[src/rtl/seg7_history_display.sv]
// seg7_history_display
//   Captures the 4-bit sequencer output on every load strobe into a shift
//   history of NUM_DIGITS entries (newest at digit 0) and time-multiplexes
//   that history onto a common-anode 7-segment display as hex glyphs.
//
// Parameters
//   NUM_DIGITS  : display digits and history depth (2..8)
//   REFRESH_DIV : clock cycles each digit stays enabled (>=2)
//
// Ports
//   clk   : system clock
//   rst   : asynchronous active-high reset
//   load  : capture strobe (shared with the upstream sequencer advance)
//   value : hex value captured when load=1
//   seg   : segment drive {g,f,e,d,c,b,a}, active-low, registered
//   an    : digit enables, active-low one-hot, registered
//   dp    : decimal point, active-low
//
// Optional build macro
//   SEG7_NEWEST_DP_EN : when defined, dp lights (0) while digit 0 shows a
//                       valid newest value; when undefined dp is tied to 1.
module seg7_history_display #(
  parameter int NUM_DIGITS  = 4,
  parameter int REFRESH_DIV = 50000
) (
  input  logic                  clk,
  input  logic                  rst,
  input  logic                  load,
  input  logic [3:0]            value,
  output logic [6:0]            seg,
  output logic [NUM_DIGITS-1:0] an,
  output logic                  dp
);

  localparam int CNT_W = (REFRESH_DIV > 1) ? $clog2(REFRESH_DIV) : 1;
  localparam int IDX_W = (NUM_DIGITS > 1) ? $clog2(NUM_DIGITS) : 1;

  localparam logic [CNT_W-1:0] CNT_LAST = CNT_W'(REFRESH_DIV - 1);
  localparam logic [IDX_W-1:0] IDX_LAST = IDX_W'(NUM_DIGITS - 1);

  logic [3:0]            r_hist [NUM_DIGITS];
  logic [NUM_DIGITS-1:0] r_valid;
  logic [CNT_W-1:0]      r_cnt;
  logic [IDX_W-1:0]      r_idx;
  logic [6:0]            r_seg;
  logic [NUM_DIGITS-1:0] r_an;

  logic                  w_tc;
  logic [3:0]            w_cur_hist;
  logic                  w_cur_valid;
  logic [6:0]            w_seg_next;
  logic [NUM_DIGITS-1:0] w_an_next;

  // Hex glyph, active-low {g,f,e,d,c,b,a}
  function automatic logic [6:0] hex_glyph(input logic [3:0] nib);
    logic [6:0] g;
    case (nib)
      4'h0: g = 7'h40;
      4'h1: g = 7'h79;
      4'h2: g = 7'h24;
      4'h3: g = 7'h30;
      4'h4: g = 7'h19;
      4'h5: g = 7'h12;
      4'h6: g = 7'h02;
      4'h7: g = 7'h78;
      4'h8: g = 7'h00;
      4'h9: g = 7'h10;
      4'hA: g = 7'h08;
      4'hB: g = 7'h03;
      4'hC: g = 7'h46;
      4'hD: g = 7'h21;
      4'hE: g = 7'h06;
      default: g = 7'h0E;
    endcase
    return g;
  endfunction

  assign w_tc        = (r_cnt == CNT_LAST);
  assign w_cur_hist  = r_hist[r_idx];
  assign w_cur_valid = r_valid[r_idx];
  assign w_seg_next  = w_cur_valid ? hex_glyph(w_cur_hist) : 7'h7F;
  assign w_an_next   = ~(NUM_DIGITS'(1) << r_idx);

  // History shift register: newest at index 0, oldest falls off the end
  always_ff @(posedge clk or posedge rst) begin
    if (rst) begin
      for (int i = 0; i < NUM_DIGITS; i++) begin
        r_hist[i] <= 4'h0;
      end
      r_valid <= '0;
    end else if (load) begin
      r_hist[0] <= value;
      for (int i = 1; i < NUM_DIGITS; i++) begin
        r_hist[i] <= r_hist[i-1];
      end
      r_valid <= {r_valid[NUM_DIGITS-2:0], 1'b1};
    end
  end

  // Refresh divider and scan index
  always_ff @(posedge clk or posedge rst) begin
    if (rst) begin
      r_cnt <= '0;
      r_idx <= '0;
    end else if (w_tc) begin
      r_cnt <= '0;
      r_idx <= (r_idx == IDX_LAST) ? '0 : r_idx + IDX_W'(1);
    end else begin
      r_cnt <= r_cnt + CNT_W'(1);
    end
  end

  // Output stage: pins reflect the pre-edge idx/history, one cycle behind
  always_ff @(posedge clk or posedge rst) begin
    if (rst) begin
      r_seg <= 7'h7F;
      r_an  <= '1;
    end else begin
      r_seg <= w_seg_next;
      r_an  <= w_an_next;
    end
  end

  assign seg = r_seg;
  assign an  = r_an;

`ifdef SEG7_NEWEST_DP_EN
  logic r_dp;

  always_ff @(posedge clk or posedge rst) begin
    if (rst) begin
      r_dp <= 1'b1;
    end else begin
      r_dp <= ~((r_idx == '0) && r_valid[0]);
    end
  end

  assign dp = r_dp;
`else
  assign dp = 1'b1;
`endif

endmodule

[config.mk]
export PLATFORM = sky130hd
export DESIGN_NAME = seg7_history_display
export DESIGN_NICKNAME = d
export VERILOG_FILES = /design/src/rtl/seg7_history_display.sv
export SDC_FILE = /design/constraint.sdc
export NUM_CORES = 1
export LEC_CHECK = 0
export BUFFER_PORTS_ARGS = -buffer_cell sky130_fd_sc_hd__buf_2
export CAP_MARGIN = 0
export CORE_UTILIZATION = 55
export DETAILED_ROUTE_END_ITERATION = 8
export GPL_TIMING_DRIVEN = 0
export MAX_ROUTING_LAYER = met4
export PLACE_DENSITY = 0.77
export SLEW_MARGIN = 5
export SYNTH_ARGS = -nofsm -noshare
export SYNTH_HDL_FRONTEND = slang
export SYNTH_SLANG_ARGS = --single-unit
[constraint.sdc]
create_clock -name clk -period 4.2 [get_ports clk]
set_clock_uncertainty 0.15 [all_clocks]
set_input_delay 0.21 -clock clk [delete_from_list [all_inputs] [get_ports clk]]
set_output_delay 0.21 -clock clk [all_outputs]
set_load 0.1 [all_outputs]
==> results.md <==
- The critical path's slowest cell is dfrtp_1.
- The post-route total power is 1030 uW.
- The first global-routing pass estimated 6490 um of wire.
- The maximum single-stage delay on the critical path is 0.39 ns.
- Setup violations remaining at the end of the flow were counted as 0.
- Compared with the post-synthesis result, the final layout area differs by 12.9%.
- Sequential cells were found to cover 53.8% of the synthesized design area.
- The remaining number of nets flagged by the antenna check after routing is 0.
- The maximum number of pins on one net before global-route repair is 36.
- After floorplanning, the core was divided into 23 placement rows.
- Of the cells placed in the final design, the portion with a size suffix greater than 1 is 32.7%.
- Synthesis produced a netlist with a net count of 200.
- Data on the critical path is required at its endpoint by 4.24 ns.
- The worst endpoint data arrival time is 2.24 ns.
- The share of synthesized registers carrying an async set or reset is 100%.
- Yosys mapped a number of flops with a built-in enable equal to 0.
- The worst ir drop on vdd is 224 uV.
- The analysis attributes to cell leakage a power of 0.00117 uW.
- The first TritonRoute pass finished after 4 iterations.
- Port buffering added 16 buffers.
- The floorplan step defined a die boundary enclosing 4460 um2.
- STA classifies the critical path startpoint as a register.
- The cell count after synthesis came out at 182.
- The signal on the critical path passes through ha_1, and3_1, clkbuf_1, nand4_1, nor3_1, buf_4, mux2_1.
- The TritonCTS buffer count is 5.
- After clock tree synthesis, the clock-pin slew on the worst setup and hold paths is 0.09 ns.
- The number of nets in the layout is 228.
- Leaving out fill and tap cells, the most frequent cell in the layout is dfrtp_1.
- In this run the horizontal extent of the chip is 66.8 um.
- In the synthesized netlist the dominant register cell turns out to be dfrtp_1.
- Global routing used 20.4% of the available tracks across all layers.
- 19 I/O pins were placed.
- The flop-to-flop setup slack is 2.00 ns.
- The root buffer cell is clkbuf_8.
- In this run the number of H-tree levels came out at 2.
- In the layout the commonest cells are dfrtp_1, mux2_2, buf_2, nor2_1, inv_1.
- The aggregate global routing overflow is 0.
- The total number of vias is 1429.
- The Yosys step of the flow raised 0 warnings.
- Of all nets on the critical path, the largest fanout is 10.
- The share of the synthesized area in the top cell type is 41.2%.
- Across the run, the number of max-cap violations was 0.
- Tracing the worst setup path back leads to its startpoint at r_cnt[0].
- The mean area per synthesized cell is 12.7 um2.
- The cell area after layout is 2600 um2.
- In the final routed layout, each cell accounts on average for 14.3 um.
- The CTS tree is yes.
- The clock drives 49 sinks.
- The number of antenna diodes in the final layout is 0.
- The maximum frequency from static timing analysis is 454 MHz.
- The origin of the critical flop-to-flop path is r_cnt[0].
- The tightest min-delay check is of the input pin to register type.
- The core region is 4000 um2.
- The reg-to-reg endpoint is r_idx[0].
- The smallest clock period supported by the final layout is computed as 2.20 ns.
- Dividing the final minimum period by the clock period gives 52.4%.
- Setup repair after global routing left no endpoint under its margin.
- The wire-length estimate of the detail-placed layout is 2710 um.
- The number of filler cells placed in the layout is 287.
- The setup total negative slack is 0 ns.
- By startpoint and endpoint, the worst setup path is classified as register to register.
- For this design the ratio of total power to cell area is 396 nW/um2.
- The number of DRC violations after detailed routing is 0.
- The number of distinct library cells after synthesis is 36.
- The number of cell instances on the worst register-to-register path is 7.
- The mapped cell area is 2310 um2.
- By area the synthesized netlist is led by dfrtp_1, dfstp_2, mux2_2.
- At the end of routability-driven placement, the weighted congestion stood at 0.882.
- In this run the tightest slew margin relative to its limit is 64.9%.
- The max-slew violation total from the final report is 0.
- The maximum count of clock buffers along a single path is 2.
- The number of hold-slack violations in the final timing report came to 0.
- The nature of the critical path endpoint is a register.
- Measured along the y axis, the die boundary spans 66.8 um.
- The number of global-route vias before repair came to 1431.
- In this run, the number of DRC markers left after iteration 0 of detailed routing was 83.
- The run finished with clean final reports.
- The end point of the critical path is r_idx[0].
- The transition time of the tightest slew-check pin is 0.526 ns.
- The initial utilization of the core area, before any placement, comes to 57.6%.
- The routed wire length is 3720 um.
- After detailed routing, the number of vias per cell comes to 5.48.
- Of all cell types, the one taking the most synthesized area is dfrtp_1.
- Clock latency on the worst-skew pair, taken at its later pin, is 0.30 ns.
- The initial antenna violation count is 0.
- The synthesized flop and latch total is 49.
- In this run the cell area measured after placement is 2470 um2.
## registers in the layout, summed over array words and instances, names as in the netlist
signal and count:
seg 7, r_cnt 16, r_valid 4, r_idx 2
r_hist 16, an 4
## per-stage QoR
step | util (%) | cells | hold WS, ns | setup slack [ns]
after global placement | 61.2 | 248 | 0.293 | 2.02
after detailed placement | 61.7 | 249 | 0.0453 | 2.00
final | 65.1 | 261 | 0.0185 | 2.00
after floorplan | - | 182 | 0.212 | 2.20
after CTS | 65.1 | 261 | 0.0115 | 1.99
after global routing | 65.1 | 261 | 0.0120 | 1.82
## critical path, delay by kind of cell, from the launching register on
| family | cells | cell delay (ns) |
|---|---|---|
| adder cells (fa/ha/maj) | 1 | 0.19 |
| buffers and inverters | 2 | 0.48 |
| flip-flops | 1 | 0.39 |
| multiplexers | 1 | 0.32 |
| AND/OR/NAND/NOR | 3 | 0.57 |
## report_power, final
group / internal (uW) / total, uW / switching [uW]
Sequential: 518 / 537 / 19.3
Clock: 134 / 284 / 150
Combinational: 63.7 / 209 / 145
Total: 716 / 1030 / 315
## synthesized netlist by cell type, drive strengths merged, types with 5 or more instances
| library cell | count |
|---|---|
| buf | 5 |
| dfstp | 11 |
| mux4 | 5 |
| nand3 | 5 |
| xor2 | 9 |
| nor2 | 12 |
| dfrtp | 38 |
| inv | 13 |
| mux2 | 22 |
| ha | 11 |
| nand2 | 6 |
## repair_timing
action	in CTS	in global routing
hold buffers	4	0
setup buffers	0	0
resized for setup	0	0
setup endpoints to repair	0	0
hold endpoints to repair	17	0
## worst min path at each step
stage | to | cells after the start | startpoint | slack [ns]
4_1_cts | r_hist[14] | 2 | value[2] | 0.01
6_report | r_hist[14] | 2 | value[2] | 0.02
2_1_floorplan | r_hist[12] | 1 | value[0] | 0.21
5_1_grt | r_hist[14] | 2 | value[2] | 0.01
3_3_place_gp | r_hist[13] | 2 | value[1] | 0.29
3_5_place_dp | r_cnt[15] | 2 | rst | 0.05
## cell families (layout without fill, tap and decap cells)
logic type | after synthesis | after routing | share of synthesized area (%)
AO/OA/AOI/OAI | 14 | 14 | 4.18
XOR/XNOR | 13 | 13 | 4.94
adder cells (fa/ha/maj) | 11 | 11 | 5.97
buffers and inverters | 21 | 50 | 4.45
flip-flops | 49 | 49 | 53.8
multiplexers | 28 | 28 | 16.1
other | 1 | 1 | 0.163
AND/OR/NAND/NOR | 45 | 45 | 10.5
## area by class of cell
type,instances,area (um2),area share [%]
plain buffers,8,53.8,2.07
clock buffers,7,86.3,3.32
well taps,50,62.6,2.40
multi-input cells,112,963,37.0
repair buffers,21,140,5.38
flip-flops and latches,49,1240,47.6
clock inverters,1,7.51,0.288
inverters,13,48.8,1.87
## metal layers
metal,GRT usage (%),vias to the layer above,part of all wire [%]
met5,-,-,0
met4,9.57,0,1.6
met3,4.11,5,4.3
met2,31.2,39,47
met1,26.1,701,47
li1,-,684,-
Power figures use the tool's default switching activity.
